`src/rtl/uart_byte_rx_if.sv`:
```
// Byte-side signal bundle of the UART receiver: serial line in, byte/error strobes out.
// Carries parity_err only when UART_RX_PARITY_EN is defined.
interface uart_byte_rx_if;
  logic       rx_pin;
  logic       rx_valid;
  logic [7:0] rx_data;
  logic       frame_err;
  logic       busy;
  logic [2:0] state_dbg;
`ifdef UART_RX_PARITY_EN
  logic       parity_err;

  modport master (
    input  rx_pin,
    output rx_valid, rx_data, frame_err, busy, state_dbg, parity_err
  );
  modport slave (
    output rx_pin,
    input  rx_valid, rx_data, frame_err, busy, state_dbg, parity_err
  );
`else
  modport master (
    input  rx_pin,
    output rx_valid, rx_data, frame_err, busy, state_dbg
  );
  modport slave (
    output rx_pin,
    input  rx_valid, rx_data, frame_err, busy, state_dbg
  );
`endif
endinterface

```
`src/rtl/uart_byte_rx.sv`:
```
// UART byte receiver: 8N1 (8E1 with UART_RX_PARITY_EN), mid-bit sampling, one-cycle strobes.
// Handshake: rx_valid/frame_err/parity_err are single-cycle strobes with no backpressure.
module uart_byte_rx #(
  parameter int CLK_FREQ  = 50000000,
  parameter int BAUD_RATE = 115200
) (
  input  logic           clk,
  input  logic           rst,
  uart_byte_rx_if.master rx_if
);

  localparam int          CLKS_PER_BIT = CLK_FREQ / BAUD_RATE;
  localparam logic [15:0] BIT_LAST     = 16'(CLKS_PER_BIT - 1);
  localparam logic [15:0] HALF_LAST    = 16'(CLKS_PER_BIT / 2 - 1);

  generate
    if (CLKS_PER_BIT < 8) begin : g_bad_rate
      $error("uart_byte_rx: CLK_FREQ/BAUD_RATE must be at least 8");
    end
  endgenerate

  typedef enum logic [2:0] {
    ST_IDLE   = 3'd0,
    ST_START  = 3'd1,
    ST_DATA   = 3'd2,
`ifdef UART_RX_PARITY_EN
    ST_PARITY = 3'd3,
`endif
    ST_STOP   = 3'd4,
    ST_BREAK  = 3'd5
  } state_e;

  state_e      state_q, state_d;
  logic        sync1_q;
  logic        rx_s_q;
  logic [15:0] bit_cnt_q, bit_cnt_d;
  logic [2:0]  bit_idx_q, bit_idx_d;
  logic [7:0]  shift_q, shift_d;
  logic [7:0]  rx_data_q, rx_data_d;
  logic        rx_valid_q, rx_valid_d;
  logic        frame_err_q, frame_err_d;
  logic        bit_last;
  logic        half_last;
  logic        parity_ok;
`ifdef UART_RX_PARITY_EN
  logic        parity_bit_q, parity_bit_d;
  logic        parity_err_q, parity_err_d;
`endif

  // Two-flop synchroniser; idles high so reset never looks like a start bit.
  always_ff @(posedge clk) begin
    if (rst) begin
      sync1_q <= 1'b1;
      rx_s_q  <= 1'b1;
    end else begin
      sync1_q <= rx_if.rx_pin;
      rx_s_q  <= sync1_q;
    end
  end

  assign bit_last  = (bit_cnt_q == BIT_LAST);
  assign half_last = (bit_cnt_q == HALF_LAST);

`ifdef UART_RX_PARITY_EN
  // Even parity: data bits plus parity bit must XOR to zero.
  assign parity_ok = ~(^{shift_q, parity_bit_q});
`else
  assign parity_ok = 1'b1;
`endif

  always_comb begin
    state_d     = state_q;
    bit_cnt_d   = bit_cnt_q;
    bit_idx_d   = bit_idx_q;
    shift_d     = shift_q;
    rx_data_d   = rx_data_q;
    rx_valid_d  = 1'b0;
    frame_err_d = 1'b0;
`ifdef UART_RX_PARITY_EN
    parity_bit_d = parity_bit_q;
    parity_err_d = 1'b0;
`endif

    case (state_q)
      ST_IDLE: begin
        if (!rx_s_q) begin
          state_d   = ST_START;
          bit_cnt_d = 16'd0;
        end
      end

      ST_START: begin
        if (half_last) begin
          bit_cnt_d = 16'd0;
          bit_idx_d = 3'd0;
          // A start bit that has gone high again by mid-bit was a glitch.
          state_d   = rx_s_q ? ST_IDLE : ST_DATA;
        end else begin
          bit_cnt_d = bit_cnt_q + 16'd1;
        end
      end

      ST_DATA: begin
        if (bit_last) begin
          bit_cnt_d = 16'd0;
          shift_d   = {rx_s_q, shift_q[7:1]};
          bit_idx_d = bit_idx_q + 3'd1;
          if (bit_idx_q == 3'd7) begin
`ifdef UART_RX_PARITY_EN
            state_d = ST_PARITY;
`else
            state_d = ST_STOP;
`endif
          end
        end else begin
          bit_cnt_d = bit_cnt_q + 16'd1;
        end
      end

`ifdef UART_RX_PARITY_EN
      ST_PARITY: begin
        if (bit_last) begin
          bit_cnt_d    = 16'd0;
          parity_bit_d = rx_s_q;
          state_d      = ST_STOP;
        end else begin
          bit_cnt_d = bit_cnt_q + 16'd1;
        end
      end
`endif

      ST_STOP: begin
        if (bit_last) begin
          bit_cnt_d = 16'd0;
          if (!rx_s_q) begin
            // Framing error wins over a parity error on the same frame.
            frame_err_d = 1'b1;
            state_d     = ST_BREAK;
          end else begin
            state_d = ST_IDLE;
            if (parity_ok) begin
              rx_valid_d = 1'b1;
              rx_data_d  = shift_q;
            end else begin
`ifdef UART_RX_PARITY_EN
              parity_err_d = 1'b1;
`endif
            end
          end
        end else begin
          bit_cnt_d = bit_cnt_q + 16'd1;
        end
      end

      ST_BREAK: begin
        if (rx_s_q) begin
          state_d = ST_IDLE;
        end
      end

      default: begin
        state_d = ST_IDLE;
      end
    endcase
  end

  always_ff @(posedge clk) begin
    if (rst) begin
      state_q     <= ST_IDLE;
      bit_cnt_q   <= 16'd0;
      bit_idx_q   <= 3'd0;
      shift_q     <= 8'h00;
      rx_data_q   <= 8'h00;
      rx_valid_q  <= 1'b0;
      frame_err_q <= 1'b0;
    end else begin
      state_q     <= state_d;
      bit_cnt_q   <= bit_cnt_d;
      bit_idx_q   <= bit_idx_d;
      shift_q     <= shift_d;
      rx_data_q   <= rx_data_d;
      rx_valid_q  <= rx_valid_d;
      frame_err_q <= frame_err_d;
    end
  end

`ifdef UART_RX_PARITY_EN
  always_ff @(posedge clk) begin
    if (rst) begin
      parity_bit_q <= 1'b0;
      parity_err_q <= 1'b0;
    end else begin
      parity_bit_q <= parity_bit_d;
      parity_err_q <= parity_err_d;
    end
  end

  assign rx_if.parity_err = parity_err_q;
`endif

  assign rx_if.rx_valid  = rx_valid_q;
  assign rx_if.rx_data   = rx_data_q;
  assign rx_if.frame_err = frame_err_q;
  assign rx_if.busy      = (state_q != ST_IDLE);
  assign rx_if.state_dbg = state_q;

endmodule
```
`src/flat_wrapper.sv`:
```
// flat-port wrapper written by rule: the top's interface ports become plain ports
module uart_byte_rx_flat 
#(
  parameter int CLK_FREQ  = 50000000,
  parameter int BAUD_RATE = 115200
)
  (clk, rst, rx_if_rx_pin, rx_if_rx_valid, rx_if_rx_data, rx_if_frame_err, rx_if_busy, rx_if_state_dbg);
  uart_byte_rx_if rx_if_i ();
  input  logic clk;
  input  logic rst;
  input wire logic [$bits(rx_if_i.rx_pin)-1:0] rx_if_rx_pin;
  output wire logic [$bits(rx_if_i.rx_valid)-1:0] rx_if_rx_valid;
  output wire logic [$bits(rx_if_i.rx_data)-1:0] rx_if_rx_data;
  output wire logic [$bits(rx_if_i.frame_err)-1:0] rx_if_frame_err;
  output wire logic [$bits(rx_if_i.busy)-1:0] rx_if_busy;
  output wire logic [$bits(rx_if_i.state_dbg)-1:0] rx_if_state_dbg;
  assign rx_if_i.rx_pin = rx_if_rx_pin;
  assign rx_if_rx_valid = rx_if_i.rx_valid;
  assign rx_if_rx_data = rx_if_i.rx_data;
  assign rx_if_frame_err = rx_if_i.frame_err;
  assign rx_if_busy = rx_if_i.busy;
  assign rx_if_state_dbg = rx_if_i.state_dbg;
  uart_byte_rx #(.CLK_FREQ(CLK_FREQ), .BAUD_RATE(BAUD_RATE)) u_core (.clk(clk), .rst(rst), .rx_if(rx_if_i));
endmodule
```
`config.mk`:
```
export PLATFORM = sky130hd
export DESIGN_NAME = uart_byte_rx_flat
export DESIGN_NICKNAME = d
export VERILOG_FILES = /design/src/rtl/uart_byte_rx_if.sv /design/src/rtl/uart_byte_rx.sv /design/src/flat_wrapper.sv
export SDC_FILE = /design/constraint.sdc
export NUM_CORES = 1
export LEC_CHECK = 0
export BUFFER_PORTS_ARGS = -buffer_cell sky130_fd_sc_hd__buf_2
export CORE_ASPECT_RATIO = 1.5
export CORE_UTILIZATION = 55
export CTS_CLUSTER_DIAMETER = 40
export DETAILED_ROUTE_END_ITERATION = 8
export MAX_ROUTING_LAYER = met4
export PLACE_DENSITY = 0.74
export REMOVE_ABC_BUFFERS = 1
export SYNTH_ARGS = -nofsm -noshare
export SYNTH_HDL_FRONTEND = slang
export SYNTH_SLANG_ARGS = --single-unit
```
`constraint.sdc`:
```
create_clock -name clk -period 5.6 [get_ports clk]
set_clock_uncertainty 0.15 [all_clocks]
set_input_delay 1.12 -clock clk [delete_from_list [all_inputs] [get_ports clk]]
set_output_delay 1.12 -clock clk [all_outputs]
set_load 0.05 [all_outputs]
```
### Word-level counts from Yosys, hierarchy flattened

Index checks and enable logic that the tools add are counted.

* reduce and logical (&&, ||, !) cells: 11
* bitwise logic cells: 2
* eq/ne operators: 13
* muxes and demuxes: 18
* add/subtract/negate cells: 2

Operators with widths (count)
* two-way mux 16 bit: 3
* case mux 16 bit (3 select lines): 1
* two-way mux 3 bit: 9
* adder 16 x 1 -> 16 bit (second input constant): 1
* == test 16 x 8 -> 1 bit (second input constant): 1
* == test 16 x 9 -> 1 bit (second input constant): 1
* case mux 3 bit (5 select lines): 1
* != test 2 x 1 -> 1 bit (second input constant): 5
* == test 3 bit (second input constant): 3
* case mux 3 bit (2 select lines): 1
* AND reduction 3 bit: 2
* AND reduction 6 bit: 1
* nonzero test 3 bit: 2
* AND reduction 2 bit: 2
* adder 3 x 1 -> 3 bit (second input constant): 1
* == test 3 x 1 -> 1 bit (second input constant): 1
* == test 3 x 2 -> 1 bit (second input constant): 1
* zero test 3 bit: 1
* OR reduction 3 bit: 1
* two-way mux 1 bit: 2
* two-way mux 2 bit: 1
* != test 2 bit (second input constant): 1
* inverter 1 bit: 2
* nonzero test 2 bit: 1
* OR reduction 2 bit: 1

* logic and storage cells: 55
* register bits: 42
* bits of input ports: 3
* output and inout port bits: 14

### Longest topological paths before layout

* word-level depth: 4
* gate-level depth with buffers: 8
* gate-level depth less buffers: 7

### Worst setup path after synthesis

Ideal clock, no wire load.

* path type: register to output
* start: register u_core.state_q[2] (netlist: u_core.rx_if.state_dbg[2])
* end: output port rx_if_busy
* setup slack: 2.730 ns
* data required time: 4.330 ns
* stages on the path, launching flop included: 4
* data arrival time: 1.600 ns
* buffers on the path: 2
* path through: dfxtp_1 -> clkbuf_1 -> clkbuf_1 -> or3_1

* cells in the longest elaborated chain, start to end: 1

Ends and longest elaborated chain
* from (decl): RTL line uart_byte_rx.sv:33 `state_e state_q, state_d;`
* from (signal assigned): RTL line uart_byte_rx.sv:177 `state_q <= state_d;`
* nonzero test 3 bit: RTL line uart_byte_rx.sv:204 `assign rx_if.busy = (state_q != ST_IDLE);`
* to (decl): RTL line flat_wrapper.sv:15 `output wire logic [$bits(rx_if_i.busy)-1:0] rx_if_busy;`

Every way passes these cells.

### Final worst setup path

* start: register u_core.bit_cnt_q[9]
* end: register u_core.bit_idx_q[0]

* cells in the longest elaborated chain, start to end: 3
* elaborated cells on any way between the ends: 5
* those cells by class: 4 x eq/ne; 1 x reduce/logical

Ends and longest elaborated chain
* from (decl): RTL line uart_byte_rx.sv:36 `logic [15:0] bit_cnt_q, bit_cnt_d;`
* from (signal assigned): RTL line uart_byte_rx.sv:178 `bit_cnt_q <= bit_cnt_d;`
* == test 16 x 9 -> 1 bit / == test 16 x 8 -> 1 bit (equally long branches): RTL line uart_byte_rx.sv:61, uart_byte_rx.sv:62
* != test 2 x 1 -> 1 bit (no line)
* AND reduction 3 bit (no line) *
* to (signal assigned): RTL line uart_byte_rx.sv:179 `bit_idx_q <= bit_idx_d;`
* to (decl): RTL line uart_byte_rx.sv:37 `logic [2:0] bit_idx_q, bit_idx_d;`

Every way passes the cells marked *; elsewhere a longest branch is shown, timed or not.
A chain may end at the register's enable or synchronous reset.

==> results.toml <==
[cells_and_area]
fillers = 334
antenna_cells = 0
drive_gt1_frac = 0.160
final_nets = 245
area_growth_pct = 9.76

[clock_tree]
postCtsHoldBufs = 0
cts-resized-gates = 0
postCtsSetupRepairBufs = 0
clkLatencyLatePin_ps = 290
cts_buffers = 5
h-tree-depth = 2
path_clk_slew_ps = 80
cts_buffer_depth = 2
cts_num_sinks = 42
cts_tree = "yes"
ctsRootBufferMaster = "clkbuf_8"

[critical_path]
path_max_fanout = 10
worstSetupPathType = "reg -> reg"
arrival_ps = 2790
crit_required_ps = 5680
end_kind = "register"
cp-start-kind = "register"

[routing]
drtPass1Iterations = 4
drt_iter0_drc = 42
routed_wl_um = 4030
drc = 0
avgViaCountPerCell = 6.02
wl_per_cell_um = 14.4
postRouteAntennaNets = 0
dr_total_vias = 1686

[yosys]
ys_seq_elements = 42
synth_cell_types = 49
ys_dominant_reg_cell = "dfxtp_1"
synth_most_common_cell = "dfxtp_1"
synthTopCellsByArea = "dfxtp_1 42%, mux2i_1 8.5%, nor2_1 6.3%, nand3_1 3.2%, ha_1 3.1%"
avgSynthCellArea_um2 = 8.99
yosysWarningCount = 0
ys_top_cells_by_count = "42 x dfxtp_1, 34 x nor2_1, 17 x mux2i_1"
netlist.area_leader.share = 0.418
seq_area_frac_synth = 0.418
synth_area_um2 = 2010
synth_top_area_cell = "dfxtp_1"
async_flop_share = 0
synth-edff-count = 0
synthCells = 224

[floorplanning]
fp.dieH_um = 76.1
core_area_um2 = 3450
num_io_pins = 17
start_util = 0.584
dieArea_um2 = 3910
rows = 26
die_w_um = 51.4

[sta]
max_clock_freq_mhz = 369
finalWorstSetupSlack_ps = 2890
rsz0062_at_grt = "false"
setup_violations = 0
worstMarginPinSlew_ps = 739
finalHoldViolCount = 0
setup_tns_ps = 0
slew_violations = 0
max_slew_margin = 0.495
period_minus_slack_ps = 2710
min_period_over_period = 0.484

[job]
cap_violations = 0

[worst_hold_path]
hold_class = "reg -> reg"

[global_route]
grt_max_degree = 39
overflow = 0
antenna_found_initial = 0
grt_pass1_wl_um = 7000
grt_pass1_vias = 1593
grt_use_total = 0.240

[placed_design]
dp_hpwl_um = 2780
dpl_worst_slack_ps = 2650
routabilityCongestion = 0.849
io_buffers = 16

[outcome]
status = "finished, final reports clean"

[pwr]
vdd_drop_max_mv = 0.302
p_per_area_nw_per_um2 = 313
p_leak_nw = 0.922
## worst max-delay path, stage by stage, from the launching register on
cell and delay, ps:
dfxtp_1 360, or4_4 570, nor4_4 510, nand3_1 510
or3_1 480, o21ai_0 70
## stage by stage
step	util	total power, W	hold slack (ps)	instances	cell area [um2]
floorplan	-	0.000416	239	212	1950
global placement	0.608	0.000457	247	272	2100
detailed placement	0.608	0.000456	248	272	2100
CTS	0.641	0.000694	270	280	2210
global route	0.641	0.000723	294	280	2210
finish	0.641	0.000691	265	280	2210
## final cells by class
class | count | area (um2) | share of cell area
timing repair buffer | 18 | 95.1 | 0.0430
multi-input combinational | 161 | 1070 | 0.486
clock inverter | 3 | 45.0 | 0.0204
inverter | 9 | 33.8 | 0.0153
clock buffer | 5 | 68.8 | 0.0311
tap | 42 | 52.6 | 0.0238
sequential | 42 | 841 | 0.381
## cell usage in the layout, fill, tap and decap left out, types with 3 or more instances in the layout
master / netlist / final
clkbuf_8: 1 / 5
nand2_1: 14 / 14
nand4_1: 5 / 5
or3_1: 3 / 3
nand3b_1: 3 / 3
dfxtp_1: 42 / 42
o21ai_0: 7 / 7
xor2_1: 3 / 3
inv_1: 9 / 9
mux2i_1: 17 / 17
a31oi_1: 6 / 6
ha_1: 5 / 5
nand3_1: 13 / 13
buf_2: 2 / 16
o31ai_1: 4 / 4
o2bb2ai_1: 4 / 4
a21oi_1: 3 / 3
nor2_1: 34 / 34
## cell families after synthesis
| logic type | count (synthesis) | synth area share |
|---|---|---|
| mux | 17 | 0.0845 |
| compound gates | 40 | 0.144 |
| flops | 42 | 0.418 |
| buf+inv | 21 | 0.0491 |
| fa+ha+maj | 5 | 0.0311 |
| simple gates | 96 | 0.260 |
| xor+xnor | 3 | 0.0131 |
## state kept, by name, summed over array words and instances, names as in the netlist
name	flops
u_core.shift_q	8
u_core.bit_idx_q	3
u_core.rx_if.frame_err	1
u_core.bit_cnt_q	16
u_core.rx_s_q	1
u_core.rx_if.state_dbg	3
u_core.rx_if.rx_valid	1
u_core.rx_if.rx_data	8
u_core.sync1_q	1
## per-layer routing
metal / vias up / global-route usage / wire length [um]
met1: 809 / 0.259 / 1690
li1: 835 / - / -
met5: - / - / 0
met4: 0 / 0.127 / 101
met3: 8 / 0.0539 / 118
met2: 34 / 0.396 / 2120
## path summary, 6_finish.rpt
path                        from                   to  slack [ps]  depth (start not counted)
max          u_core.bit_cnt_q[9]  u_core.bit_idx_q[0]        2890                          5
min               u_core.sync1_q        u_core.rx_s_q         270                          1
max reg2reg  u_core.bit_cnt_q[9]  u_core.bit_idx_q[0]        2890                          5
min reg2reg       u_core.sync1_q        u_core.rx_s_q         270                          1
## power by group
group          switching [W]  internal, W
logic              0.0000955    0.0000381
registers          0.0000133     0.000305
clock network       0.000106     0.000133
Note: power is estimated with default switching activity, not from simulation.
